`src/rtl/ex_muldiv_stage_pkg.sv`:
```
// ex_muldiv_stage_pkg
//   Shared definitions for the execute stage and its iterative mul/div engine:
//   RV64M funct3 encodings, the mul/div engine state enum and the decoded
//   instruction fields the execute stage consumes.
package ex_muldiv_stage_pkg;

   localparam int MD_XLEN       = 64;
   localparam int MD_ITER_CNT_W = 7;

   // RV64M funct3 encodings (OP / OP-32 with funct7 = 0000001)
   localparam logic [2:0] F3M_MUL    = 3'b000;
   localparam logic [2:0] F3M_MULH   = 3'b001;
   localparam logic [2:0] F3M_MULHSU = 3'b010;
   localparam logic [2:0] F3M_MULHU  = 3'b011;
   localparam logic [2:0] F3M_DIV    = 3'b100;
   localparam logic [2:0] F3M_DIVU   = 3'b101;
   localparam logic [2:0] F3M_REM    = 3'b110;
   localparam logic [2:0] F3M_REMU   = 3'b111;

   typedef enum logic [1:0] {
      MD_IDLE,
      MD_BUSY,
      MD_DONE
   } muldiv_state_t;

   typedef struct packed {
      logic       is_load;
      logic       is_store;
      logic       is_muldiv;
      logic [2:0] funct3;
      logic       alu_width_32;
   } decoded_inst_t;

   // All divide/remainder encodings have funct3[2] set
   function automatic logic f3IsDiv(input logic [2:0] f3);
      return f3[2];
   endfunction

endpackage

```
`src/rtl/ex_muldiv_stage_muldiv_unit.sv`:
```
// muldiv_unit
//   Iterative RV64M multiply/divide engine. Radix-2 shift-add multiply and
//   restoring divide over operand magnitudes, one step per cycle, with sign
//   fix-up on the final step. Divide-by-zero and signed overflow bypass the
//   iteration and land in DONE directly.
//   Optional build macro MULDIV_FAST_MUL_EN: multiplies use a single-cycle
//   product registered on the IDLE -> DONE transition; divides are unchanged.
// Ports:
//   i_clk, i_reset   clock, synchronous active-high reset
//   i_start          muldiv op present in EX (only honoured in IDLE)
//   i_kill           flush or op no longer active; abandon and drop result
//   i_ack            result consumed (EX advances); DONE -> IDLE
//   i_funct3, i_isW  operation select, 32-bit (W) variant
//   i_opA, i_opB     rs1 / rs2 operands
//   o_done, o_busy   engine in DONE / engine not IDLE
//   o_result         result register
module muldiv_unit
   import ex_muldiv_stage_pkg::*;
#(
   parameter int XLEN       = MD_XLEN,
   parameter int ITER_CNT_W = MD_ITER_CNT_W
) (
   input  logic            i_clk,
   input  logic            i_reset,
   input  logic            i_start,
   input  logic            i_kill,
   input  logic            i_ack,
   input  logic [2:0]      i_funct3,
   input  logic            i_isW,
   input  logic [XLEN-1:0] i_opA,
   input  logic [XLEN-1:0] i_opB,
   output logic            o_done,
   output logic            o_busy,
   output logic [XLEN-1:0] o_result
);

   muldiv_state_t r_state, w_stateNext;

   logic [ITER_CNT_W-1:0] r_cnt;
   logic [XLEN-1:0]       r_hi, r_lo, r_m, r_result;
   logic [2:0]            r_f3;
   logic                  r_isW, r_negQ, r_negR;

   logic            w_signedA, w_signedB, w_negA, w_negB, w_isDiv;
   logic            w_divZero, w_overflow, w_shortcut, w_lastStep, w_fits;
   logic [XLEN-1:0] w_aExt, w_bExt, w_magA, w_magB, w_minNeg, w_specialRes;
   logic [XLEN-1:0] w_hiNext, w_loNext, w_iterRes;
   logic [XLEN:0]   w_sum, w_shift, w_diff;

   function automatic logic [XLEN-1:0] sextW(input logic isW, input logic [XLEN-1:0] v);
      return isW ? {{(XLEN-32){v[31]}}, v[31:0]} : v;
   endfunction

   // Turns raw magnitude results into the architectural value: sign fix-up,
   // high/low product half selection and W-variant sign extension.
   // For multiplies {hi,lo} is the product, for divides hi = rem, lo = quot.
   function automatic logic [XLEN-1:0] finishResult(input logic [2:0] f3, input logic isW,
                                                    input logic negQ, input logic negR,
                                                    input logic [XLEN-1:0] hi, input logic [XLEN-1:0] lo);
      logic [2*XLEN-1:0] prod;
      logic [XLEN-1:0]   res;
      prod = negQ ? -{hi, lo} : {hi, lo};
      case (f3)
         F3M_MUL:                         res = prod[XLEN-1:0];
         F3M_MULH, F3M_MULHSU, F3M_MULHU: res = prod[2*XLEN-1:XLEN];
         F3M_DIV, F3M_DIVU:               res = negQ ? -lo : lo;
         default:                         res = negR ? -hi : hi;
      endcase
      return sextW(isW, res);
   endfunction

   // Operand preparation for the op waiting in IDLE: width/sign extension,
   // magnitudes, and detection of the cases that skip the iteration.
   always_comb begin
      w_signedA  = (i_funct3 == F3M_MULH) || (i_funct3 == F3M_MULHSU) ||
                   (i_funct3 == F3M_DIV)  || (i_funct3 == F3M_REM);
      w_signedB  = (i_funct3 == F3M_MULH) || (i_funct3 == F3M_DIV) || (i_funct3 == F3M_REM);
      w_aExt     = i_isW ? {{(XLEN-32){w_signedA & i_opA[31]}}, i_opA[31:0]} : i_opA;
      w_bExt     = i_isW ? {{(XLEN-32){w_signedB & i_opB[31]}}, i_opB[31:0]} : i_opB;
      w_negA     = w_signedA && w_aExt[XLEN-1];
      w_negB     = w_signedB && w_bExt[XLEN-1];
      w_magA     = w_negA ? -w_aExt : w_aExt;
      w_magB     = w_negB ? -w_bExt : w_bExt;
      w_isDiv    = f3IsDiv(i_funct3);
      w_minNeg   = i_isW ? {{(XLEN-31){1'b1}}, {31{1'b0}}} : {1'b1, {(XLEN-1){1'b0}}};
      w_divZero  = w_isDiv && (w_bExt == '0);
      w_overflow = w_isDiv && w_signedA && (w_aExt == w_minNeg) && (w_bExt == '1);
      if (w_divZero) begin
         w_specialRes = i_funct3[1] ? w_aExt : '1;
      end else begin
         w_specialRes = i_funct3[1] ? '0 : w_aExt;
      end
      w_specialRes = sextW(i_isW, w_specialRes);
      w_shortcut   = w_divZero || w_overflow;
`ifdef MULDIV_FAST_MUL_EN
      w_shortcut   = w_shortcut || !w_isDiv;
`endif
   end

`ifdef MULDIV_FAST_MUL_EN
   logic [2*XLEN-1:0] w_fastProd;
   logic [XLEN-1:0]   w_fastRes;

   // Single-cycle magnitude product, sign-fixed and selected like the iterative path
   always_comb begin
      w_fastProd = {{XLEN{1'b0}}, w_magA} * {{XLEN{1'b0}}, w_magB};
      w_fastRes  = finishResult(i_funct3, i_isW, w_negA ^ w_negB, 1'b0,
                                w_fastProd[2*XLEN-1:XLEN], w_fastProd[XLEN-1:0]);
   end
`endif

   // One radix-2 step. Multiply: add multiplicand when the multiplier LSB is
   // set, then shift {hi,lo} right. Divide: shift the partial remainder left,
   // subtract the divisor, keep the difference only when it did not borrow.
   always_comb begin
      w_sum      = {1'b0, r_hi} + (r_lo[0] ? {1'b0, r_m} : '0);
      w_shift    = {r_hi, r_lo[XLEN-1]};
      w_diff     = w_shift - {1'b0, r_m};
      w_fits     = !w_diff[XLEN];
      if (f3IsDiv(r_f3)) begin
         w_hiNext = w_fits ? w_diff[XLEN-1:0] : w_shift[XLEN-1:0];
         w_loNext = {r_lo[XLEN-2:0], w_fits};
      end else begin
         w_hiNext = w_sum[XLEN:1];
         w_loNext = {w_sum[0], r_lo[XLEN-1:1]};
      end
      w_iterRes  = finishResult(r_f3, r_isW, r_negQ, r_negR, w_hiNext, w_loNext);
      w_lastStep = (r_cnt == ITER_CNT_W'(XLEN-1));
   end

   // FSM state register
   always_ff @(posedge i_clk) begin
      if (i_reset) begin
         r_state <= MD_IDLE;
      end else begin
         r_state <= w_stateNext;
      end
   end

   // FSM next-state logic; kill wins over completion in BUSY and DONE
   always_comb begin
      w_stateNext = r_state;
      case (r_state)
         MD_IDLE: if (i_start) w_stateNext = w_shortcut ? MD_DONE : MD_BUSY;
         MD_BUSY: begin
            if (i_kill)          w_stateNext = MD_IDLE;
            else if (w_lastStep) w_stateNext = MD_DONE;
         end
         MD_DONE: if (i_kill || i_ack) w_stateNext = MD_IDLE;
         default: w_stateNext = MD_IDLE;
      endcase
   end

   // FSM outputs
   always_comb begin
      o_done   = (r_state == MD_DONE);
      o_busy   = (r_state != MD_IDLE);
      o_result = r_result;
   end

   // Datapath: latch prepared operands on start, step while BUSY, capture the
   // result on the last step, and drop it whenever the op is killed.
   always_ff @(posedge i_clk) begin
      if (i_reset) begin
         r_cnt    <= '0;
         r_hi     <= '0;
         r_lo     <= '0;
         r_m      <= '0;
         r_f3     <= '0;
         r_isW    <= 1'b0;
         r_negQ   <= 1'b0;
         r_negR   <= 1'b0;
         r_result <= '0;
      end else begin
         case (r_state)
            MD_IDLE: begin
               if (i_start) begin
                  r_cnt  <= '0;
                  r_f3   <= i_funct3;
                  r_isW  <= i_isW;
                  r_negQ <= w_negA ^ w_negB;
                  r_negR <= w_negA;
                  r_hi   <= '0;
                  r_lo   <= w_isDiv ? w_magA : w_magB;
                  r_m    <= w_isDiv ? w_magB : w_magA;
                  if (w_divZero || w_overflow) begin
                     r_result <= w_specialRes;
`ifdef MULDIV_FAST_MUL_EN
                  end else if (!w_isDiv) begin
                     r_result <= w_fastRes;
`endif
                  end else begin
                     r_result <= '0;
                  end
               end
            end
            MD_BUSY: begin
               if (i_kill) begin
                  r_cnt    <= '0;
                  r_result <= '0;
               end else begin
                  r_hi  <= w_hiNext;
                  r_lo  <= w_loNext;
                  r_cnt <= r_cnt + ITER_CNT_W'(1);
                  if (w_lastStep) r_result <= w_iterRes;
               end
            end
            MD_DONE: begin
               if (i_kill) r_result <= '0;
            end
            default: r_result <= '0;
         endcase
      end
   end

endmodule

```
`src/rtl/ex_muldiv_stage.sv`:
```
// ex_muldiv_stage
//   Execute stage output selection feeding MEM: effective address for
//   loads/stores, the combinational Alu result for other single-cycle ops,
//   or the iterative mul/div result; generates the EX stall.
//   Optional build macro MULDIV_FAST_MUL_EN (handled in muldiv_unit).
// Ports:
//   clk, reset          clock, synchronous active-high reset
//   inst                decoded instruction in EX
//   is_bubble           EX slot empty
//   op_trapped          instruction already trapped, behaves as a no-op
//   advance             EX instruction moves to MEM this cycle
//   flush               kill the EX instruction and any in-flight mul/div
//   op_a, op_b          forwarded rs1, rs2-or-immediate
//   store_src           forwarded rs2 for stores
//   alu_result          combinational Alu result
//   ex_data, ex_data2   result/address and store data to MEM
//   stall               EX needs more cycles
//   muldiv_busy         mul/div engine not IDLE
module ex_muldiv_stage
   import ex_muldiv_stage_pkg::*;
#(
   parameter int XLEN       = MD_XLEN,
   parameter int ITER_CNT_W = MD_ITER_CNT_W
) (
   input  logic            clk,
   input  logic            reset,
   input  decoded_inst_t   inst,
   input  logic            is_bubble,
   input  logic            op_trapped,
   input  logic            advance,
   input  logic            flush,
   input  logic [XLEN-1:0] op_a,
   input  logic [XLEN-1:0] op_b,
   input  logic [XLEN-1:0] store_src,
   input  logic [XLEN-1:0] alu_result,
   output logic [XLEN-1:0] ex_data,
   output logic [XLEN-1:0] ex_data2,
   output logic            stall,
   output logic            muldiv_busy
);

   logic            w_active, w_mdOp, w_mdStart, w_mdKill, w_mdDone;
   logic [XLEN-1:0] w_mdResult;

   // An op that is gone (bubble, trapped) or flushed must abandon the engine
   always_comb begin
      w_active  = !is_bubble && !op_trapped;
      w_mdOp    = w_active && inst.is_muldiv;
      w_mdStart = w_mdOp && !flush;
      w_mdKill  = flush || !w_mdOp;
   end

   muldiv_unit #(
      .XLEN       (XLEN),
      .ITER_CNT_W (ITER_CNT_W)
   ) u_muldiv (
      .i_clk    (clk),
      .i_reset  (reset),
      .i_start  (w_mdStart),
      .i_kill   (w_mdKill),
      .i_ack    (advance),
      .i_funct3 (inst.funct3),
      .i_isW    (inst.alu_width_32),
      .i_opA    (op_a),
      .i_opB    (op_b),
      .o_done   (w_mdDone),
      .o_busy   (muldiv_busy),
      .o_result (w_mdResult)
   );

   // Result muxing and stall: a muldiv op stalls until its result is in DONE
   always_comb begin
      if (w_mdOp) begin
         ex_data = w_mdResult;
      end else if (inst.is_load || inst.is_store) begin
         ex_data = op_a + op_b;
      end else begin
         ex_data = alu_result;
      end
      ex_data2 = store_src;
      stall    = w_mdOp && !w_mdDone;
   end

   // A muldiv op still in IDLE always stalls, so the pipeline can never advance it
   assert property (@(posedge clk) disable iff (reset) !(w_mdStart && !muldiv_busy && advance))
      else $error("ex_muldiv_stage: advance asserted while muldiv op is still in IDLE");

endmodule

```
`config.mk`:
```
export PLATFORM = sky130hd
export DESIGN_NAME = ex_muldiv_stage
export DESIGN_NICKNAME = d
export VERILOG_FILES = /design/src/rtl/ex_muldiv_stage_pkg.sv /design/src/rtl/ex_muldiv_stage_muldiv_unit.sv /design/src/rtl/ex_muldiv_stage.sv
export SDC_FILE = /design/constraint.sdc
export NUM_CORES = 2
export LEC_CHECK = 0
export ABC_AREA = 1
export BUFFER_PORTS_ARGS = -buffer_cell sky130_fd_sc_hd__buf_2
export CORE_MARGIN = 5
export CORE_UTILIZATION = 40
export CTS_BUF_LIST = sky130_fd_sc_hd__clkbuf_16
export CTS_CLUSTER_DIAMETER = 200
export CTS_CLUSTER_SIZE = 30
export DETAILED_ROUTE_END_ITERATION = 7
export HOLD_SLACK_MARGIN = 0.03
export PLACE_DENSITY_LB_ADDON = 0.12
export SYNTH_ARGS = -nofsm -noshare
export SYNTH_HDL_FRONTEND = slang
export SYNTH_SLANG_ARGS = --single-unit
```
`constraint.sdc`:
```
create_clock -name clk -period 5.55 [get_ports clk]
set_input_delay 0.2775 -clock clk [delete_from_list [all_inputs] [get_ports clk]]
set_output_delay 0.2775 -clock clk [all_outputs]
set_load 0.03 [all_outputs]
```
Word level (Yosys, flattened, before mapping)
Index checks and enable logic that the tools add are counted.
{"block": "totals", "register_bits": 271, "latchBits": 0, "ramBits": 0, "romBits": 0, "inputBits": 269, "output_inout_bits": 130, "wordCells": 121, "n_memories": 0}
{"block": "classes", "addsub": 9, "mul": 0, "div": 0, "order_cmp": 0, "n_eq_ne": 19, "shifts": 0, "muxes": 43, "n_bitwise": 3, "reduce_logical": 37}
{"op": "$mux W64", "count": 28}
{"op": "$pmux W64 S3", "count": 2}
{"op": "$neg A64 Y64", "count": 4}
{"op": "$pmux W64 S2", "count": 2}
{"op": "$mux W128", "count": 1}
{"op": "$neg A128 Y128", "count": 1}
{"op": "$add A64 B65 Y65", "count": 1}
{"op": "$sub A65 B64 Y65", "count": 1}
{"op": "$add A64 B64 Y64", "count": 1}
{"op": "$eq A64 B64 Y1", "count": 1}
{"op": "$eq A64 B64 Y1 const B", "count": 1}
{"op": "$logic_not A64 Y1", "count": 1}
{"op": "$mux W63", "count": 1}
{"op": "$mux W7", "count": 2}
{"op": "$pmux W7 S2", "count": 1}
{"op": "$eq A3 B3 Y1 const B", "count": 4}
{"op": "$logic_and A1 B1 Y1", "count": 10}
{"op": "$mux W2", "count": 5}
{"op": "$eq A3 B2 Y1 const B", "count": 3}
{"op": "$logic_or A1 B1 Y1", "count": 9}
{"op": "$reduce_and A3 Y1", "count": 3}
{"op": "$add A7 B1 Y7 const B", "count": 1}
{"op": "$eq A7 B6 Y1 const B", "count": 1}
{"op": "$eq A3 B1 Y1 const B", "count": 2}
{"op": "other kinds (15)", "count": 25}

Longest topological paths before layout
{"block": "depth", "word_depth": 13, "depth_mapped": 40, "mapped_depth_nobuf": 40}

Modules after synthesis
Synthesis repeated with hierarchy kept, for this count alone.
{"block": "hier_totals", "hier_cells": 8771, "hier_area_um2": 45319.7}
{"mod": "muldiv_unit", "n_inst": 1, "cells_each": 7088, "area_each_um2": 37445.9, "seq_area_each_um2": 5425.2}
{"mod": "ex_muldiv_stage", "n_inst": 1, "cells_each": 1683, "area_each_um2": 7873.8, "seq_area_each_um2": 0.0}

Least setup slack after synthesis
Ideal clock, no wire load.
{"block": "synth_timing", "kind": "reg-to-reg", "startpoint": "register u_muldiv.r_lo[63]", "endpoint": "register u_muldiv.r_result[32], in the netlist u_muldiv.o_result[32]", "setup_time_ns": 0.070, "t_arrival_ns": 4.308, "t_required_ns": 5.480, "path_slack_ns": 1.172, "path_stages_with_launch": 39, "cell_sequence": "dfxtp_1 > inv_1 > ha_1 > inv_1 > fa_1 > nand2_1 > nand2_1 > nand3_1 > nand2_1 > nand2_1 > nand2_2 > nand2_1 > nand2_2 > nand2_2 > nand3_2 > nand3_2 > nand2_2 > inv_1 > [... 3 more ...] > nand3_1 > nor2_1 > nand4_1 > nor3_1 > nand3_1 > nor2_2 > nand4_2 > o21ai_2 > nand2_1 > nand2_1 > nand3_1 > nand2_1 > nand2_1 > nand2_1 > nand2_1 > nand2_1 > nand2_1 > a21oi_1"}
{"block": "synth_via", "elab_chain_cells": 10, "word_cells_on_any_way": 16, "classes_between": "add/sub (4); mux (11); reduce/logical (1)"}
{"element": "start, declared", "line": "ex_muldiv_stage_muldiv_unit.sv:40", "rtl": "logic [XLEN-1:0] r_hi, r_lo, r_m, r_result;"}
{"element": "start signal, assigned", "line": "ex_muldiv_stage_muldiv_unit.sv:184", "rtl": "r_lo <= w_isDiv ? w_magA : w_magB;"}
{"element": "start signal, assigned", "line": "ex_muldiv_stage_muldiv_unit.sv:203", "rtl": "r_lo <= w_loNext;"}
{"element": "$sub A65 B64 Y65", "line": "ex_muldiv_stage_muldiv_unit.sv:118", "rtl": "w_diff = w_shift - {1'b0, r_m};"}
{"element": "$mux W64 / $logic_not A1 Y1 (equally long branches)", "line": "ex_muldiv_stage_muldiv_unit.sv:121, ex_muldiv_stage_muldiv_unit.sv:119"}
{"element": "$mux W64", "line": "ex_muldiv_stage_muldiv_unit.sv:120", "rtl": "if (f3IsDiv(r_f3)) begin"}
{"element": "$neg A128 Y128, or another cell as far along", "line": "ex_muldiv_stage_muldiv_unit.sv:62", "rtl": "prod = negQ ? -{hi, lo} : {hi, lo};"}
{"element": "$mux W128, or another cell as far along", "line": "ex_muldiv_stage_muldiv_unit.sv:62"}
{"element": "$pmux W64 S3 (*)", "line": "ex_muldiv_stage_muldiv_unit.sv:63", "rtl": "case (f3)"}
{"element": "$mux W64 (*)", "line": "ex_muldiv_stage_muldiv_unit.sv:51", "rtl": "return isW ? {{(XLEN-32){v[31]}}, v[31:0]} : v;"}
{"element": "$mux W64 (*)", "line": "ex_muldiv_stage_muldiv_unit.sv:205", "rtl": "if (w_lastStep) r_result <= w_iterRes;"}
{"element": "$mux W64 (*)", "line": "ex_muldiv_stage_muldiv_unit.sv:198", "rtl": "if (i_kill) begin"}
{"element": "$pmux W64 S3 (*)", "line": "ex_muldiv_stage_muldiv_unit.sv:175", "rtl": "case (r_state)"}
{"element": "end signal, assigned", "line": "ex_muldiv_stage_muldiv_unit.sv:187", "rtl": "r_result <= w_specialRes;"}
{"element": "end signal, assigned", "line": "ex_muldiv_stage_muldiv_unit.sv:205"}
{"element": "end, declared", "line": "ex_muldiv_stage_muldiv_unit.sv:40"}
Every way passes the cells marked *; elsewhere a longest branch is shown, timed or not. The select of a mux whose other input is x is not followed.
A chain may end at the register's enable or synchronous reset.

Worst setup path after layout
{"block": "layout_timing", "startpoint": "register u_muldiv.r_m[42]", "endpoint": "register u_muldiv.r_result[63], in the netlist u_muldiv.o_result[63]"}
{"block": "layout_via", "elab_chain_cells": 10, "word_cells_on_any_way": 18, "classes_between": "add/sub (5); mux (12); reduce/logical (1)"}
{"element": "start, declared", "line": "ex_muldiv_stage_muldiv_unit.sv:40"}
{"element": "start signal, assigned", "line": "ex_muldiv_stage_muldiv_unit.sv:185", "rtl": "r_m <= w_isDiv ? w_magB : w_magA;"}
{"element": "$sub A65 B64 Y65 / $mux W64 (equally long branches)", "line": "ex_muldiv_stage_muldiv_unit.sv:118, ex_muldiv_stage_muldiv_unit.sv:116"}
{"element": "$mux W64, or another cell as far along", "line": "ex_muldiv_stage_muldiv_unit.sv:121", "rtl": "w_hiNext = w_fits ? w_diff[XLEN-1:0] : w_shift[XLEN-1:0];"}
{"element": "$mux W64", "line": "ex_muldiv_stage_muldiv_unit.sv:120"}
{"element": "$neg A128 Y128, or another cell as far along", "line": "ex_muldiv_stage_muldiv_unit.sv:62"}
{"element": "$mux W128, or another cell as far along", "line": "ex_muldiv_stage_muldiv_unit.sv:62"}
{"element": "$pmux W64 S3 (*)", "line": "ex_muldiv_stage_muldiv_unit.sv:63"}
{"element": "$mux W64 (*)", "line": "ex_muldiv_stage_muldiv_unit.sv:51"}
{"element": "$mux W64 (*)", "line": "ex_muldiv_stage_muldiv_unit.sv:205"}
{"element": "$mux W64 (*)", "line": "ex_muldiv_stage_muldiv_unit.sv:198"}
{"element": "$pmux W64 S3 (*)", "line": "ex_muldiv_stage_muldiv_unit.sv:175"}
Marks and branches as above.

==> impl_metrics.csv <==
group,metric,value,unit
run_status,status,"finished, violations left",
run_status,violations,"design-rule violations",
critical_path,cp-start-kind,"register",
critical_path,cp.arrival,5860,ps
logic_synthesis,yosysTopAreaCellShare,23.6,%
clock_tree,clk_latency,650,ps
layout,drive_gt1_share,12.0,%
floorplan,initial_utilization,40.1,%
layout,final_nets,9517,
timing,setup_ws,128,ps
power,peakVddDrop,204,uV
timing,clock_skew,74.0,ps
logic_synthesis,yosysSeqAreaShare,12.3,%
global_route,grt_usage,45.6,%
layout,final_core_util,46.5,%
logic_synthesis,synth-seq-cells,271,
power,p_leak,27.6,nW
detailed_routing,wl_per_cell,26.6,um
logic_synthesis,synth.cell_area,0.0442,sq mm
hold_path,hold_class,"primary input to register",
clock_tree,cts.htree.levels,1,
clock_tree,cts_buffers,13,
logic_synthesis,avgSynthCellArea,5.20,sq um
layout,filler_cell_count,12400,
placement,gp_congestion,1.14,
logic_synthesis,yosysTopAreaCell,"nand2_1",
timing,fmax,184,MHz
timing,worst_pin_slew,1070,ps
timing,setup_violations,0,
clock_tree,clockRootBuffer,"clkbuf_16",
power,p_per_area,233,mW/mm^2
critical_path,endpoint_kind,"register",
critical_path,path_class,"register to register",
floorplan,boundaryPins,399,
layout,syn_to_final_growth,15.7,%
global_route,grt_antenna_before_repair,21,
clock_tree,clock_path_buffers,3,
detailed_routing,drt-total-wl,281,mm
detailed_routing,drt_iter0_drc,8160,
timing,slew_headroom,28.2,%
logic_synthesis,syn_nets,8985,
detailed_routing,via_per_inst,5.78,
placement,place.detailed.hpwl,232,mm
logic_synthesis,synthCells,8516,
layout,multi_input_area,0.0324,sq mm
floorplan,die_area,0.117,sq mm
power,power,11.9,mW
floorplan,rows,122,
clock_tree,clk_pin_slew,140,ps
placement,portBuffers,270,
logic_synthesis,ys_types,65,
global_route,grt_pass1_vias,56500,
run,max_cap_viol_count,0,
detailed_routing,route.detailed.drc,28,
critical_path,cp_slowest_cell,"dfxtp_1",
critical_path,cpMostUsedCell,"nand2_2",
global_route,grt-ovfl-total,0,
detailed_routing,dr.pass1.iters,8,
floorplan,die_y,343,um
timing,final_max_slew_viol_count,0,
layout,regArea,0.00544,sq mm
placement,dpl_worst_slack,134,ps
timing,min_period_over_period,97.7,%
critical_path,cpPeakStageDelay,400,ps
logic_synthesis,ys_warn_count,0,
detailed_routing,dr_total_vias,61000,
clock_tree,cts_tree,"done",
critical_path,cp.required,5990,ps
timing,grt_setup_unrepaired,"true",
timing,setup_tns,0,ps
global_route,grt_pass1_wl,391,mm
logic_synthesis,synthFlopType,"dfxtp_1",
floorplan,die_w,343,um
detailed_routing,ant_nets,0,
logic_synthesis,synth.area.top_cells,"nand2_1 24%, dfxtp_1 12%, inv_1 11%",
timing,fin_crit,5420,ps
critical_path,critPathMaxFanout,17,
logic_synthesis,synth_edf_count,0,
global_route,grt_max_degree,93,
timing,hold_viol_final,0,
clock_tree,cts.sinks,271,
floorplan,core-area,0.110,sq mm
logic_synthesis,synthArstFlopShare,0,%
sequential cells by signal (all words and copies together), names as in the netlist:
| name | flops |
|---|---|
| u_muldiv.o_result | 64 |
| u_muldiv.r_cnt | 7 |
| u_muldiv.r_f3 | 3 |
| u_muldiv.r_hi | 64 |
| u_muldiv.r_isW | 1 |
| u_muldiv.r_lo | 64 |
| u_muldiv.r_m | 64 |
| u_muldiv.r_negQ | 1 |
| u_muldiv.r_negR | 1 |
| u_muldiv.r_state | 2 |
cell usage after synthesis (84+ instances only):
master,instances
nand2_1,2778
clkbuf_1,216
nor3_1,115
nand4_1,84
nor2_1,912
o21ai_0,557
xor2_1,171
a21oi_1,624
dfxtp_1,271
inv_1,1244
ha_1,197
nand3_1,560
through the flow:
stage / hold WS [ps] / instances / area (sq um)
2_1_floorplan: 436 / 8516 / 44200
3_5_place_dp: 459 / 10500 / 50600
5_1_grt: 59.5 / 10500 / 51200
4_1_cts: 42.4 / 10500 / 51100
6_report: 44.7 / 10600 / 51200
3_3_place_gp: 454 / 10500 / 50600
power breakdown:
group          leakage [nW]  switching (mW)  total [mW]  internal (mW)
clock                 0.200           0.900        1.39          0.494
sequential             2.19          0.0517        2.05           2.00
combinational          25.2            6.05        8.46           2.41
what timing repair did:
item                       4_1_cts  5_1_grt
hold endpoints to repair         4        0
hold buffers                     2        0
setup endpoints to repair        0       50
setup buffers                    0        1
resized for setup                0       27
cell usage in the layout (no fill, tap or decap), drive strengths merged, types with 30 or more instances in the layout:
master / Yosys / final
o211ai: 57 / 57
buf: 152 / 883
inv: 1264 / 1266
nand4: 85 / 85
a31oi: 55 / 55
a21oi: 632 / 632
dfxtp: 271 / 271
or2: 35 / 35
a221oi: 47 / 47
nor3: 120 / 120
o221ai: 42 / 42
ha: 197 / 197
nand2: 2809 / 2809
xor2: 171 / 171
xnor2: 73 / 73
nand3b: 30 / 30
nor2: 942 / 942
nand3: 570 / 570
o21ai: 586 / 586
kinds of logic after synthesis:
logic type / Yosys count / synth area share [%]
adder cells (fa/ha/maj): 200 / 5.71
flip-flops: 271 / 12.3
XOR/XNOR: 244 / 4.83
AND/OR/NAND/NOR: 4630 / 43.0
multiplexers: 8 / 0.181
AO/OA/AOI/OAI: 1527 / 19.3
buffers and inverters: 1636 / 14.8
layer usage:
metal | routed length, um | vias up | track usage [%]
met1 | 104000 | 27800 | 54.7
met2 | 117000 | 4028 | 69.7
li1 | - | 28300 | -
met5 | 41 | - | 0
met4 | 27800 | 8 | 34.9
met3 | 31600 | 904 | 11.6
critical path, delay by kind of cell, from the launching register on:
kind	cells	cell delay (ps)
fa+ha+maj	1	390
flops	1	400
compound gates	1	80
buf+inv	7	980
simple gates	26	3360
final cells by class:
cell class                 instances  area share, %
antenna                           12         0.0587
clock buffer                      13          0.635
clock inverter                     5          0.152
inverter                        1268           9.30
multi-input combinational       6609           63.3
sequential                       271           10.6
tap                             1488           3.64
timing repair buffer             885           12.3
final timing paths:
kind                         start                    end  slack (ps)  cells past startpoint
max               u_muldiv.r_m[42]  u_muldiv.o_result[63]         130                     35
min                        advance    u_muldiv.r_state[1]          40                      4
max reg2reg       u_muldiv.r_m[42]  u_muldiv.o_result[63]         130                     35
min reg2reg  u_muldiv.o_result[23]  u_muldiv.o_result[23]         480                      2
Note: power is estimated with default switching activity, not from simulation.
